### config.mk
export PLATFORM = sky130hd
export DESIGN_NAME = code_entry_ctrl
export DESIGN_NICKNAME = d
export VERILOG_FILES = /design/src/rtl/lock_pkg.sv /design/src/rtl/input_qualifier.sv /design/src/rtl/code_entry_ctrl.sv
export SDC_FILE = /design/constraint.sdc
export NUM_CORES = 1
export LEC_CHECK = 0
export CAP_MARGIN = 25
export CORE_ASPECT_RATIO = 1.25
export CORE_MARGIN = 4
export CORE_UTILIZATION = 55
export DETAILED_ROUTE_END_ITERATION = 10
export DONT_BUFFER_PORTS = 1
export PLACE_DENSITY = 0.74
export RECOVER_POWER = 25
export SKIP_CTS_REPAIR_TIMING = 1
export SYNTH_ARGS = -nofsm -noshare
export SYNTH_HDL_FRONTEND = slang
export SYNTH_SLANG_ARGS = --single-unit
### constraint.sdc
create_clock -name clk -period 3.8 [get_ports clk]
set_input_delay 0.76 -clock clk [delete_from_list [all_inputs] [get_ports clk]]
set_output_delay 0.76 -clock clk [all_outputs]
set_load 0.1 [all_outputs]
### src/rtl/lock_pkg.sv
// Shared definitions for the keypad lock: state encodings, digit width and
// the one-hot button helpers used by the qualifier.
package lock_pkg;

  localparam int DIGIT_W = 2;

  typedef enum logic [2:0] {
    S_LOCKED   = 3'd0,
    S_INPUT    = 3'd1,
    S_VERIFY   = 3'd2,
    S_ERROR    = 3'd3,
    S_UNLOCKED = 3'd4,
    S_LOCKOUT  = 3'd5
  } state_t;

  function automatic logic is_onehot4(input logic [3:0] v);
    return (v != 4'b0) && ((v & (v - 4'd1)) == 4'b0);
  endfunction

  function automatic logic [DIGIT_W-1:0] onehot_to_idx(input logic [3:0] v);
    logic [DIGIT_W-1:0] idx;
    idx = '0;
    for (int i = 0; i < 4; i++) begin
      if (v[i]) idx = DIGIT_W'(i);
    end
    return idx;
  endfunction

endpackage

### src/rtl/input_qualifier.sv
// Turns raw keypad levels into single-cycle events, rejecting ambiguous
// cycles (multiple buttons, or a digit racing enter/clear).
module input_qualifier
  import lock_pkg::*;
(
  input  logic               clk,
  input  logic               reset,
  input  logic [3:0]         btn,
  input  logic               enter,
  input  logic               clear,
  output logic               digit_ev,
  output logic [DIGIT_W-1:0] digit_idx,
  output logic               enter_ev,
  output logic               clear_ev
);

  logic [3:0] btn_q;
  logic       enter_q;
  logic       clear_q;

  logic [3:0] btn_edge;
  logic       enter_edge;
  logic       clear_edge;
  logic       btn_any;
  logic       discard;

  // Previous values reset high so a key held through reset is not a press.
  // NOTE: sequential state uses non-blocking assignments so every register
  // samples the pre-edge values of its neighbours.
  always_ff @(posedge clk or posedge reset) begin
    if (reset) begin
      btn_q   <= '1;
      enter_q <= 1'b1;
      clear_q <= 1'b1;
    end else begin
      btn_q   <= btn;
      enter_q <= enter;
      clear_q <= clear;
    end
  end

  // NOTE: every output of this block is given a value up front so no path
  // through it can infer a latch.
  always_comb begin
    btn_edge   = btn & ~btn_q;
    enter_edge = enter & ~enter_q;
    clear_edge = clear & ~clear_q;
    btn_any    = |btn_edge;
    discard    = (btn_any && !is_onehot4(btn_edge))
              || ((btn != 4'b0) && !is_onehot4(btn))
              || (btn_any && (enter_edge || clear_edge))
              || (enter_edge && clear_edge);
    digit_ev   = btn_any && !discard;
    digit_idx  = onehot_to_idx(btn_edge);
    enter_ev   = enter_edge && !discard;
    clear_ev   = clear_edge && !discard;
  end

endmodule

### src/rtl/code_entry_ctrl.sv
// Keypad door lock sequencer: code assembly, verification, failure counting
// and timed lockout after repeated wrong codes.
module code_entry_ctrl
  import lock_pkg::*;
#(
  parameter int                    CODE_LEN       = 4,
  parameter logic [2*CODE_LEN-1:0] PASSWORD       = 8'hE4,
  parameter int                    MAX_FAIL       = 3,
  parameter int                    LOCKOUT_CYCLES = 16
) (
  input  logic                              clk,
  input  logic                              reset,
  input  logic [3:0]                        btn,
  input  logic                              enter,
  input  logic                              clear,
  output logic [2:0]                        state,
  output logic                              locked,
  output logic                              unlocked,
  output logic                              error,
  output logic                              lockout,
  output logic [$clog2(CODE_LEN+1)-1:0]     digit_count,
  output logic [$clog2(MAX_FAIL+1)-1:0]     fail_count
);

  localparam int CODE_W  = DIGIT_W * CODE_LEN;
  localparam int CNT_W   = $clog2(CODE_LEN + 1);
  localparam int FAIL_W  = $clog2(MAX_FAIL + 1);
  localparam int TIMER_W = $clog2(LOCKOUT_CYCLES + 1);

  localparam logic [CNT_W-1:0]   CODE_LEN_C = CNT_W'(CODE_LEN);
  localparam logic [FAIL_W-1:0]  MAX_FAIL_C = FAIL_W'(MAX_FAIL);
  localparam logic [TIMER_W-1:0] LOCKOUT_C  = TIMER_W'(LOCKOUT_CYCLES);

  logic               digit_ev;
  logic [DIGIT_W-1:0] digit_idx;
  logic               enter_ev;
  logic               clear_ev;

  state_t             st;
  logic [CODE_W-1:0]  code;
  logic [TIMER_W-1:0] timer;
  logic [FAIL_W-1:0]  fail_inc;
  logic               match;

  input_qualifier u_qual (
    .clk       (clk),
    .reset     (reset),
    .btn       (btn),
    .enter     (enter),
    .clear     (clear),
    .digit_ev  (digit_ev),
    .digit_idx (digit_idx),
    .enter_ev  (enter_ev),
    .clear_ev  (clear_ev)
  );

  always_comb begin
    fail_inc = (fail_count == MAX_FAIL_C) ? fail_count : fail_count + 1'b1;
    match    = (digit_count == CODE_LEN_C) && (code == PASSWORD);
  end

  always_ff @(posedge clk or posedge reset) begin
    if (reset) begin
      st          <= S_LOCKED;
      code        <= '0;
      digit_count <= '0;
      fail_count  <= '0;
      timer       <= '0;
    end else begin
      case (st)
        S_LOCKED: begin
          if (digit_ev) begin
            code        <= CODE_W'(digit_idx);
            digit_count <= CNT_W'(1);
            st          <= S_INPUT;
          end
        end
        S_INPUT: begin
          if (clear_ev) begin
            code        <= '0;
            digit_count <= '0;
            st          <= S_LOCKED;
          end else if (enter_ev) begin
            st <= S_VERIFY;
          end else if (digit_ev && (digit_count < CODE_LEN_C)) begin
            code        <= {code[CODE_W-DIGIT_W-1:0], digit_idx};
            digit_count <= digit_count + 1'b1;
          end
        end
        S_VERIFY: begin
          code        <= '0;
          digit_count <= '0;
          if (match) begin
            fail_count <= '0;
            st         <= S_UNLOCKED;
          end else begin
            fail_count <= fail_inc;
            if (fail_inc == MAX_FAIL_C) begin
              timer <= LOCKOUT_C;
              st    <= S_LOCKOUT;
            end else begin
              st <= S_ERROR;
            end
          end
        end
        S_ERROR, S_UNLOCKED: begin
          if (clear_ev) st <= S_LOCKED;
        end
        S_LOCKOUT: begin
          if (timer != '0) timer <= timer - 1'b1;
          // Leaving on the cycle the timer reads 1 gives exactly LOCKOUT_CYCLES.
          if (timer <= TIMER_W'(1)) begin
            fail_count <= '0;
            st         <= S_LOCKED;
          end
        end
        default: st <= S_LOCKED;
      endcase
    end
  end

  assign state    = st;
  assign locked   = (st == S_LOCKED);
  assign unlocked = (st == S_UNLOCKED);
  assign error    = (st == S_ERROR);
  assign lockout  = (st == S_LOCKOUT);

endmodule
==> flow_summary.json, run 1 <==
{
  "yosysMostFrequentCell": "nand2_1",
  "start_util": 0.5705,
  "die_height_um": 66.66,
  "yosysWarnings": 0,
  "cp_data_required_time_ns": 3.04,
  "dp.cells": 197,
  "critPathMaxStageDelay_ns": 0.59,
  "maxCapViolations": 0,
  "netlist.area_leader.share": 0.3471,
  "io_buffers": 0,
  "pre_cts_slack_ns": 1.415,
  "wirelength_mm": 2.984,
  "htree_levels": 1,
  "clk_path_buf_depth": 2,
  "final_cells": 202,
  "place.gp.congestion": 0.8360,
  "finalHoldViolCount": 0,
  "tightest_slew_ns": 0.9926,
  "layout.area.seq_um2": 683.2,
  "overflow": 0,
  "drtPass1Iterations": 4,
  "arrival_ns": 1.96,
  "yosys-top-cells-area": "dfrtp_1 35%, dfstp_2 10%, nand2_1 6.0%",
  "postSynthAreaPerCell_um2": 9.403,
  "reg2reg_slack_ns": 1.41,
  "path_max_fanout": 11,
  "critPathLaunch": "state[2]",
  "period_share": 0.7166,
  "fmax_mhz": 367.2,
  "reg2reg_depth": 6,
  "dieArea_um2": 3661,
  "yosys-top-cells-count": "24 x nand2_1, 21 x dfrtp_1, 12 x nor2_1, 12 x o21ai_0, 10 x inv_1",
  "worst_setup_path_start_kind": "register",
  "grt_pass1_vias": 1165,
  "n_antenna_cell": 0,
  "clkLatencyLatePin_ns": 0.32,
  "cts_tree": "yes",
  "cts_root_buf": "clkbuf_4",
  "crit_type": "register to output port",
  "synth_area_um2": 1514,
  "grt_pass1_wl_mm": 5.043,
  "synth_nets": 174,
  "die_w_um": 54.93,
  "yosysTopAreaCell": "dfrtp_1",
  "synth_seq_area_share": 0.4512,
  "clock_skew_ns": 0.003324,
  "core-area_um2": 2654,
  "hp-class": "input pin to asynchronous set/reset pin",
  "cp_slowest_cell": "dfrtp_1",
  "via_count": 1185,
  "antenna_left": 0,
  "fillers": 243,
  "synth_flop_cell": "dfrtp_1",
  "drive_gt1_frac": 0.1845,
  "grt_max_degree": 28,
  "crit_path_end": "lockout",
  "synthArstFlopShare": 1.000,
  "r2r-end": "timer[3]",
  "syn_inst": 161,
  "worstSetupPathDepth": 4,
  "clkSinkCount": 27,
  "rsz0062_at_grt": "no",
  "path_cells": "buf_4, nand3b_1, inv_1, buf_4",
  "finalSetupViolations": 0,
  "drv_slew": 0,
  "dr.first_iter.drc_count": 24,
  "cpLargestDelayFamily": "buffers and inverters",
  "crit_buf_inv": 3,
  "via_per_inst": 5.866,
  "drc_errors": 0,
  "drt-wirelength-per-cell_um": 14.77,
  "grtUsageTotal": 0.1872,
  "status": "finished clean",
  "fin_crit_ns": 2.723,
  "ys_ff_latch": 27,
  "grt_antenna_before_repair": 0,
  "end_kind": "output port",
  "synth_cell_types": 47,
  "nets": 182,
  "timing.rr.start": "digit_count[2]",
  "crit_top_cell": "buf_4",
  "dp_hpwl_mm": 2.261,
  "syn2layout_area_growth_pct": 9.008,
  "slew_headroom": 0.3383,
  "tns_ns": 0,
  "synth_edf_count": 0,
  "num_rows": 21,
  "ios": 20,
  "finalWorstSetupSlack_ns": 1.077,
  "cts_buffers": 3,
  "clk_pin_slew_ns": 0.15,
  "multi_input_area_um2": 764.5
}
-- state kept, by name, indices dropped and copies added (netlist names) --
name            flops
u_qual.clear_q      1
code                8
u_qual.btn_q        4
digit_count         3
state               3
timer               5
fail_count          2
u_qual.enter_q      1
-- worst reg2reg max path, cell delays in order (launching register included) --
cell	delay, ns
dfrtp_1	0.80
nand4_1	0.27
and4bb_2	0.30
o41ai_2	0.55
nand3b_1	0.16
xor2_1	0.16
nor2_1	0.06
-- cells by family after synthesis --
logic type,Yosys count,synth area share
compound gates,44,0.2041
buf+inv,17,0.05289
mux,3,0.02149
xor+xnor,3,0.01736
simple gates,62,0.2116
flops,27,0.4512
fa+ha+maj,5,0.04132
-- worst min-delay path by stage --
stage	startpoint	to	slack, ns	depth (start not counted)
finish	reset	state[2]	0.31	1
floorplan	code[6]	code[6]	0.45	2
global placement	code[6]	code[6]	0.47	2
detailed placement	code[7]	code[7]	0.49	2
CTS	enter	u_qual.enter_q	0.41	0
global route	reset	timer[1]	0.33	1
-- placed cells by master, fill, tap and decap left out, types with 2 or more instances in the layout --
| cell type | n |
|---|---|
| ha_1 | 5 |
| o22ai_1 | 2 |
| a22o_1 | 2 |
| nand2_1 | 24 |
| buf_4 | 9 |
| o2111ai_1 | 2 |
| o31ai_1 | 2 |
| inv_1 | 10 |
| nand2b_1 | 7 |
| o211ai_1 | 2 |
| nand3b_1 | 3 |
| dfrtp_1 | 21 |
| clkbuf_4 | 3 |
| o311a_1 | 2 |
| nor3_1 | 3 |
| dfstp_2 | 6 |
| mux2_2 | 2 |
| xor2_1 | 3 |
| a21oi_1 | 5 |
| o21ai_1 | 4 |
| nor2_1 | 11 |
| a21o_1 | 2 |
| o21ai_0 | 12 |
-- cell type report --
class	count	share of cell area
tap	34	0.02578
inverter	10	0.02274
clock inverter	1	0.003033
timing repair buffer	10	0.05762
multi-input combinational	117	0.4632
sequential	27	0.4140
clock buffer	3	0.01365
-- metal layers --
layer | up-vias | track usage | share of wire
met1 | 584 | 0.2156 | 0.43
met5 | - | 0 | 0
met3 | 4 | 0.03132 | 0.041
met2 | 17 | 0.3358 | 0.52
li1 | 580 | - | -
met4 | 0 | 0.06383 | 0.011
-- through the flow --
step / instance area [um2] / utilization / hold slack (ns)
2_1_floorplan: 1519 / - / 0.4502
3_3_place_gp: 1595 / 0.6011 / 0.4685
3_5_place_dp: 1595 / 0.6011 / 0.4916
4_1_cts: 1623 / 0.6115 / 0.4055
5_1_grt: 1650 / 0.6219 / 0.3250
6_report: 1650 / 0.6219 / 0.3142
Power of run 1 is not shown: default switching activity piles up to over one toggle a cycle in this logic, so the estimate is an artifact.
==> run 2, diff against run 1 <==
Settings changed: PLACE_DENSITY 0.74 to 0.77.
Clock period 3.8 ns to 2.26 ns, I/O delays scaled along.
==> flow_summary.json, run 2 (same netlist as run 1, synthesis figures left out) <==
{
  "ios": 20,
  "reg2reg_depth": 6,
  "via_per_inst": 6.010,
  "die_w_um": 54.93,
  "placed_cell_area_um2": 1675,
  "dp.cells": 202,
  "grt_pass1_wl_mm": 5.526,
  "rsz0062_at_grt": "no",
  "num_rows": 21,
  "syn2layout_area_growth_pct": 12.23,
  "r2r-end": "digit_count[2]",
  "maxCapViolations": 0,
  "finalSetupViolations": 0,
  "pre_cts_slack_ns": 0.1176,
  "arrival_ns": 2.34,
  "fmax_mhz": 473.4,
  "clkLatencyLatePin_ns": 0.33,
  "htree_levels": 1,
  "via_count": 1238,
  "drv_slew": 0,
  "clock_skew_ns": 0.003862,
  "reg2reg_slack_ns": 0.15,
  "finalWorstSetupSlack_ns": 0.1475,
  "path_cells": "nand2b_2, nand2_2, o311a_1, or4b_4, o21ai_1, o21ai_1",
  "grt_max_degree": 28,
  "top_regs": "code x8, timer x5, u_qual.btn_q x4",
  "timing.rr.start": "u_qual.clear_q",
  "grt_antenna_before_repair": 0,
  "status": "finished clean",
  "clk_path_buf_depth": 2,
  "drtPass1Iterations": 5,
  "critPathMaxStageDelay_ns": 0.61,
  "crit_type": "register to register",
  "fin_crit_ns": 2.112,
  "cts_buffers": 3,
  "dieArea_um2": 3661,
  "clk_pin_slew_ns": 0.15,
  "hp-class": "input pin to register",
  "cp_data_required_time_ns": 2.48,
  "tightest_slew_ns": 1.426,
  "start_util": 0.5705,
  "cts_root_buf": "clkbuf_4",
  "top_register": "code",
  "cts_tree": "yes",
  "io_buffers": 0,
  "top_layer": "met4",
  "wirelength_met1_mm": 1.322,
  "final_cell_mix": "23 x nand2_1, 16 x dfrtp_1, 12 x o21ai_0, 12 x buf_4, 11 x nor2_1",
  "core-area_um2": 2654,
  "grt_pass1_vias": 1268,
  "period_share": 0.9347,
  "nets": 186,
  "clkSinkCount": 27,
  "dp_hpwl_mm": 2.452,
  "slew_headroom": 0.04952,
  "final_cells": 206,
  "timing.hold.ws_ns": 0.09703,
  "antenna_left": 0,
  "crit_top_cell": "o21ai_1",
  "fin_area_um2": 1699,
  "drt-wirelength-per-cell_um": 15.68,
  "holdPathEnd": "u_qual.btn_q[3]",
  "fillers": 220,
  "dr_wl_met2_mm": 1.768,
  "min_from": "btn[3]",
  "drc_errors": 0,
  "drive_gt1_frac": 0.2384,
  "worst_setup_path_start_kind": "register",
  "cp_slowest_cell": "or4b_4",
  "largest_reg_flops": 8,
  "end_kind": "register",
  "n_antenna_cell": 0,
  "grtUsageTotal": 0.2039,
  "route.met3.wl_um": 92,
  "overflow": 0,
  "dr.first_iter.drc_count": 53,
  "place.gp.congestion": 0.8384,
  "critPathLaunch": "u_qual.clear_q",
  "path_max_fanout": 21,
  "finalHoldViolCount": 0,
  "final_common_cell": "nand2_1",
  "holdPathStages": 0,
  "die_height_um": 66.66,
  "wirelength_mm": 3.231
}
## run 2: cell count changes in the layout (fill, tap and decap cells not counted), sizes merged
| cell | previous run | this run |
|---|---|---|
| buf | 10 | 13 |
| clkbuf | 3 | 4 |
## run 2: worst max-delay path, delay by kind of cell (launching register included)
| kind | cells | cell delay, ns |
|---|---|---|
| AOI/OAI and AO/OA | 3 | 0.58 |
| and+or+nand+nor | 3 | 0.88 |
| DFF | 1 | 0.55 |
## run 2: how the worst max path moves through the flow
stage / depth (start not counted) / end
global placement: 5 / code[1]
floorplan: 6 / state[0]
finish: 6 / digit_count[2]
detailed placement: 6 / digit_count[2]
CTS: 6 / code[0]
global route: 6 / code[0]
## run 2: stage by stage
stage,utilization,TNS (ns)
after CTS,0.6417,0
final,0.6403,0
after detailed placement,0.6313,0
after global placement,0.6313,0
after floorplan,-,-0.4419
after global routing,0.6403,0
## run 2: layout make-up
class	instances	area, um2	area share
inverters	10	37.54	0.02209
clock buffers	3	22.52	0.01325
multi-input cells	117	780.7	0.4595
flip-flops and latches	27	696.9	0.4102
well taps	34	42.54	0.02504
repair buffers	14	113.9	0.06701
clock inverters	1	5.005	0.002946
## run 2: per-layer routing
| layer | up-vias | global-route usage |
|---|---|---|
| li1 | 597 | - |
| met4 | 0 | 0.08207 |
| met3 | 5 | 0.03132 |
| met5 | - | 0 |
| met2 | 18 | 0.3506 |
| met1 | 618 | 0.2454 |
Power of run 2 is left out for the same reason.
